## config.mk

```make
export PLATFORM = sky130hd
export DESIGN_NAME = f_add_sched
export DESIGN_NICKNAME = d
export VERILOG_FILES = /design/src/rtl/fp_pkg.sv /design/src/rtl/rr_arbiter.sv /design/src/rtl/f_add_sched.sv
export SDC_FILE = /design/constraint.sdc
export NUM_CORES = 1
export LEC_CHECK = 0
export CORE_AREA = 2 2 195 197
export CTS_CLUSTER_DIAMETER = 200
export DETAILED_ROUTE_END_ITERATION = 10
export DIE_AREA = 0 0 197 199
export PLACE_DENSITY = 0.53
export SETUP_SLACK_MARGIN = 0.05
export SLEW_MARGIN = 0
export SYNTH_ARGS = -nofsm -noshare
export SYNTH_HDL_FRONTEND = slang
export SYNTH_SLANG_ARGS = --single-unit
```

## constraint.sdc

```tcl
create_clock -name clk -period 4.2 [get_ports clk]
set_input_delay 0.84 -clock clk [delete_from_list [all_inputs] [get_ports clk]]
set_output_delay 0.84 -clock clk [all_outputs]
set_load 0.005 [all_outputs]
```

## src/rtl/fp_pkg.sv

```systemverilog
// Shared floating-point definitions: word width, adder op encodings and the
// in-flight tag carried alongside the shared adder's pipeline.
package fp_pkg;

    localparam int FP_W = 32;

    localparam logic OP_ADD = 1'b0;
    localparam logic OP_SUB = 1'b1;

    // Wide enough for the largest supported requester count (8).
    localparam int TAG_ID_W = 3;

    typedef struct packed {
        logic                valid;
        logic [TAG_ID_W-1:0] id;
    } tag_t;

endpackage

```

## src/rtl/rr_arbiter.sv

```systemverilog
// Combinational round-robin arbiter: the search starts just after the last
// granted index and wraps, so the first eligible requester wins.
module rr_arbiter #(
    parameter  int N   = 4,
    localparam int IDW = $clog2(N)
) (
    input  logic [N-1:0]   i_req,
    input  logic [IDW-1:0] i_last,
    output logic [N-1:0]   o_grant,
    output logic [IDW-1:0] o_grant_id,
    output logic           o_any
);

    logic [N-1:0] w_upper;
    logic [N-1:0] w_masked;
    logic [N-1:0] w_pick;
    logic         w_found;

    // NOTE: every signal written here gets a default first, so no path leaves
    // it unassigned and no latch is inferred.
    always_comb begin
        w_upper    = '0;
        o_grant    = '0;
        o_grant_id = '0;
        w_found    = 1'b0;
        for (int i = 0; i < N; i++) begin
            w_upper[i] = (IDW'(i) > i_last);
        end
        // Prefer requesters above the last grant; otherwise wrap to index 0.
        w_masked = i_req & w_upper;
        w_pick   = (|w_masked) ? w_masked : i_req;
        for (int i = 0; i < N; i++) begin
            if (w_pick[i] && !w_found) begin
                o_grant[i] = 1'b1;
                o_grant_id = IDW'(i);
                w_found    = 1'b1;
            end
        end
        o_any = |i_req;
    end

endmodule

```

## src/rtl/f_add_sched.sv

```systemverilog
// Shares one fixed-latency floating-point adder among NUM_REQ requesters,
// each allowed a single outstanding op returned in a private response register.
module f_add_sched
    import fp_pkg::*;
#(
    parameter  int NUM_REQ = 4,
    parameter  int ADD_LAT = 1,
    localparam int IDW     = $clog2(NUM_REQ)
) (
    input  logic                    clk,
    input  logic                    rst,
    input  logic [NUM_REQ-1:0]      req_valid,
    output logic [NUM_REQ-1:0]      req_ready,
    input  logic [NUM_REQ*FP_W-1:0] req_in0,
    input  logic [NUM_REQ*FP_W-1:0] req_in1,
    input  logic [NUM_REQ-1:0]      req_op,
    output logic [NUM_REQ-1:0]      rsp_valid,
    input  logic [NUM_REQ-1:0]      rsp_ready,
    output logic [NUM_REQ*FP_W-1:0] rsp_data,
    output logic [FP_W-1:0]         add_in0,
    output logic [FP_W-1:0]         add_in1,
    output logic                    add_op,
    input  logic [FP_W-1:0]         add_out,
    output logic [NUM_REQ-1:0]      busy
);

    logic [NUM_REQ-1:0]      w_eligible;
    logic [NUM_REQ-1:0]      w_grant;
    logic [IDW-1:0]          w_grant_id;
    logic                    w_any;
    logic [IDW-1:0]          r_last_grant;
    logic [NUM_REQ-1:0]      r_busy;
    logic [NUM_REQ-1:0]      r_rsp_valid;
    logic [NUM_REQ*FP_W-1:0] r_rsp_data;
    tag_t                    r_tag [ADD_LAT];
    tag_t                    w_done;

    // Gating with rst keeps a requester from seeing an accept that reset discards.
    assign w_eligible = req_valid & ~r_busy & {NUM_REQ{~rst}};

    rr_arbiter #(.N(NUM_REQ)) u_arb (
        .i_req      (w_eligible),
        .i_last     (r_last_grant),
        .o_grant    (w_grant),
        .o_grant_id (w_grant_id),
        .o_any      (w_any)
    );

    assign req_ready = w_grant;

    always_comb begin
        add_in0 = '0;
        add_in1 = '0;
        add_op  = OP_ADD;
        for (int i = 0; i < NUM_REQ; i++) begin
            if (w_grant[i]) begin
                add_in0 = req_in0[i*FP_W +: FP_W];
                add_in1 = req_in1[i*FP_W +: FP_W];
                add_op  = req_op[i];
            end
        end
    end

    // NOTE: sequential state uses non-blocking assignments so every register
    // samples pre-edge values regardless of statement order.
    always_ff @(posedge clk) begin
        if (rst) begin
            r_last_grant <= IDW'(NUM_REQ - 1);
        end else if (w_any) begin
            r_last_grant <= w_grant_id;
        end
    end

    // NOTE: the tag pipe is a small register array, not RAM; every stage is
    // reset so that in-flight results are dropped by a mid-operation reset.
    always_ff @(posedge clk) begin
        if (rst) begin
            for (int s = 0; s < ADD_LAT; s++) begin
                r_tag[s] <= '0;
            end
        end else begin
            r_tag[0] <= '{valid: w_any, id: TAG_ID_W'(w_grant_id)};
            for (int s = 1; s < ADD_LAT; s++) begin
                r_tag[s] <= r_tag[s-1];
            end
        end
    end

    // The final tag stage lines up with the cycle in which add_out is valid.
    assign w_done = r_tag[ADD_LAT-1];

    always_ff @(posedge clk) begin
        if (rst) begin
            r_rsp_valid <= '0;
            r_rsp_data  <= '0;
            r_busy      <= '0;
        end else begin
            for (int k = 0; k < NUM_REQ; k++) begin
                if (w_done.valid && (w_done.id == TAG_ID_W'(k))) begin
                    r_rsp_data[k*FP_W +: FP_W] <= add_out;
                    r_rsp_valid[k]             <= 1'b1;
                end else if (r_rsp_valid[k] && rsp_ready[k]) begin
                    r_rsp_valid[k] <= 1'b0;
                end
                // Grant and response handshake never coincide for one requester.
                if (w_grant[k]) begin
                    r_busy[k] <= 1'b1;
                end else if (r_rsp_valid[k] && rsp_ready[k]) begin
                    r_busy[k] <= 1'b0;
                end
            end
        end
    end

    assign rsp_valid = r_rsp_valid;
    assign rsp_data  = r_rsp_data;
    assign busy      = r_busy;

endmodule
```

==> impl_metrics.yaml <==
synth:
  ys_types: 33
  synth_most_common_cell: "nand2_1"
  netlist_area_um2: 6640
  yosysWarnings: 0
  synth_ff_type: "dfxtp_1"
  ys_seq_area_share_pct: 42.5
  synth_edf_count: 0
  syn_nets: 1166
  netlist_instances: 864
  ys_ff_latch: 141
  async_reset_ff_share_pct: 0
  synth_area_leaders: "dfxtp_1 43%, nand2_1 15%, a21oi_1 10%"
  synth_common_cells: "266 x nand2_1, 141 x dfxtp_1, 138 x a21oi_1"
  synth_top_area_share_pct: 42.5
  postSynthAreaPerCell_um2: 7.69
  synth.largest_area_cell: "dfxtp_1"
cts:
  clockBufferDepth: 2
  clk_latency_ps: 420
  cts_inserted_buffers: 17
  htree_num_levels: 4
  cts_tree: "built"
  clkTransAtPathRegs_ps: 60
  cts_sinks: 141
  cts-root-buf: "clkbuf_16"
  hold_buffers: 0
sta:
  tightest_slew_ps: 1150
  fin_skew_ps: 9.28
  min_period_over_period_pct: 97.5
  drv_slew: 0
  relSlewSlack_pct: 23.4
  setup_viol: 0
  grt_setup_unrepaired: "yes"
  maxClockFrequency_ghz: 0.244
  min_period_ps: 4090
  hold_viol: 0
final_layout:
  n_fill_cell: 3876
  finish.instance_area_um2: 12900
  drive_gt1_share_pct: 6.65
  multi_input_area_um2: 3430
  seq_area_um2: 2820
  final_nets: 1643
  final_cells: 1831
  area_delta_synth_final_pct: 94.8
global_routing:
  grt_pass1_wl_mm: 58.1
  gr-usage-all-layers_pct: 20.4
  grt_max_degree: 104
  antenna_found_initial: 4
  overflow: 0
  grt_pass1_vias: 8547
die:
  die_area_um2: 39200
  io_pins: 507
  start_util_pct: 17.9
  die_x_um: 197
  core.rowCount: 71
  die_h_um: 199
  coreArea_um2: 37100
run_status:
  outcome: "completed"
critical_path:
  crit_fanout: 28
  r2r-end: "rsp_data[15]"
  cp-start-kind: "primary input"
  criticalPathCategory: "primary input to primary output"
  cp_slowest_stage_delay_ps: 620
  crit_arrival_ps: 3250
  crit_buf_inv: 4
  reg2regPathDepth: 4
  rr_startpoint: "r_tag[0][2]"
  required_ps: 3360
  crit_path_frequent_cell: "clkdlybuf4s50_1"
  rrSetupSlack_ps: 2310
  critPathCaptureType: "primary output"
  cp_slowest_cell: "clkdlybuf4s50_1"
  path_cells: "clkdlybuf4s50_1 -> nand2b_2 -> nand2_1 -> a2111o_2 -> inv_6 -> buf_12 -> a221oi_1 -> o2bb2ai_1 -> clkdlybuf4s50_1"
  cp_top_family: "buffers and inverters"
pwr:
  peakVddDrop_v: 0.000261
  total_power_mw: 4.18
  power_density_nw_per_um2: 323
  p_leak_nw: 4.45
placement:
  io_buffer_count: 506
  dp.cells: 1793
  dpl_cell_area_um2: 12200
  hpwl_mm: 31.8
  place.gp.congestion: 0.969
run:
  max_cap_violations: 0
routing:
  post_drt_wl_per_cell_um: 22.5
  vias: 8423
  dr.pass1.iters: 5
  vias_per_cell: 4.60
  first_iter_violations: 375
  routed_wl_mm: 41.2
  drc: 0
  drtAntennaViolNets: 0
worst_hold_path:
  hold_path_depth: 2
  hold_path_class: "register to register"
  min_from: "rsp_data[65]"
  min_to: "rsp_data[65]"
-- registers in the layout, indices dropped and copies added (netlist names) --
signal	count
busy	4
r_tag	3
rsp_data	128
rsp_valid	4
r_last_grant	2
-- cell type report --
class / count / area share [%]
multi-input combinational: 635 / 26.5
clock inverter: 12 / 0.890
sequential: 141 / 21.8
timing repair buffer: 541 / 42.4
tap: 474 / 4.58
clock buffer: 19 / 3.50
inverter: 5 / 0.184
antenna: 4 / 0.0774
-- layout by cell type (no fill, tap or decap), types with 3 or more instances in the layout --
master           synthesis  routed
buf_12                   0       9
clkinvlp_4               0       3
o2bb2ai_1               65      64
nor2_1                  71      70
clkbuf_16                0      18
dlymetal6s2s_1           0       4
nand2_1                266     266
a21oi_1                138     138
a221oi_1                65      62
a221oi_2                 0       3
buf_4                    5      25
clkdlybuf4s50_1          0     499
nand2b_1                 6       5
dfxtp_1                141     141
inv_6                    0       3
clkinv_4                 0       4
diode_2                  0       4
inv_1                    3       3
-- power by group --
part / leakage, nW / switching [mW] / internal (mW)
registers: 1.15 / 0.0466 / 1.41
clock network: 0.272 / 0.610 / 0.847
logic: 3.03 / 0.547 / 0.724
-- kinds of logic (layout without fill, tap and decap cells) --
group / after synthesis / in the layout / share of synthesized area (%)
flops: 141 / 141 / 42.5
xor+xnor: 1 / 1 / 0.132
buf+inv: 88 / 577 / 6.61
compound gates: 276 / 276 / 29.2
other cells: 0 / 4 / 0
simple gates: 358 / 358 / 21.5
-- per-stage QoR --
| stage | hold slack, ps | setup WS, ps | TNS, ps | utilization (%) |
|---|---|---|---|---|
| floorplan | 453 | 1220 | 0 | - |
| global placement | 442 | -121 | -157 | 33.0 |
| CTS | 454 | 70.9 | 0 | 34.7 |
| global route | 472 | 0.111 | 0 | 34.8 |
| finish | 451 | 105 | 0 | 34.8 |
| detailed placement | 446 | -108 | -119 | 33.0 |
-- worst max-delay path by stage --
stage | start | endpoint | slack [ps] | cells after the start
2_1_floorplan | rst | add_in0[0] | 1220 | 8
3_3_place_gp | req_valid[1] | add_in1[7] | -120 | 9
3_5_place_dp | req_valid[1] | add_in1[7] | -110 | 9
4_1_cts | req_valid[3] | add_in0[5] | 70 | 9
5_1_grt | req_valid[2] | add_in1[3] | 0.1 | 8
6_report | req_valid[0] | add_in1[3] | 110 | 9
-- tightest hold or removal path: cells and delay by family (launching register included) --
family / cells / cell delay, ps
flip-flops: 1 / 300
AO/OA/AOI/OAI: 1 / 50
AND/OR/NAND/NOR: 1 / 50
-- layer usage --
layer,GRT usage (%),up-vias,routed length [µm]
met2,35.1,346,20300
li1,-,3993,-
met5,0,-,0
met4,6.43,0,787
met1,24.5,4047,17200
met3,5.70,37,2900
-- repair_timing --
action	in CTS	in global routing
cloned	1	1
setup endpoints to repair	29	29
pin swaps	1	1
resized for setup	5	9
buffers inserted	1	0
Note: power is estimated with default switching activity, not from simulation.
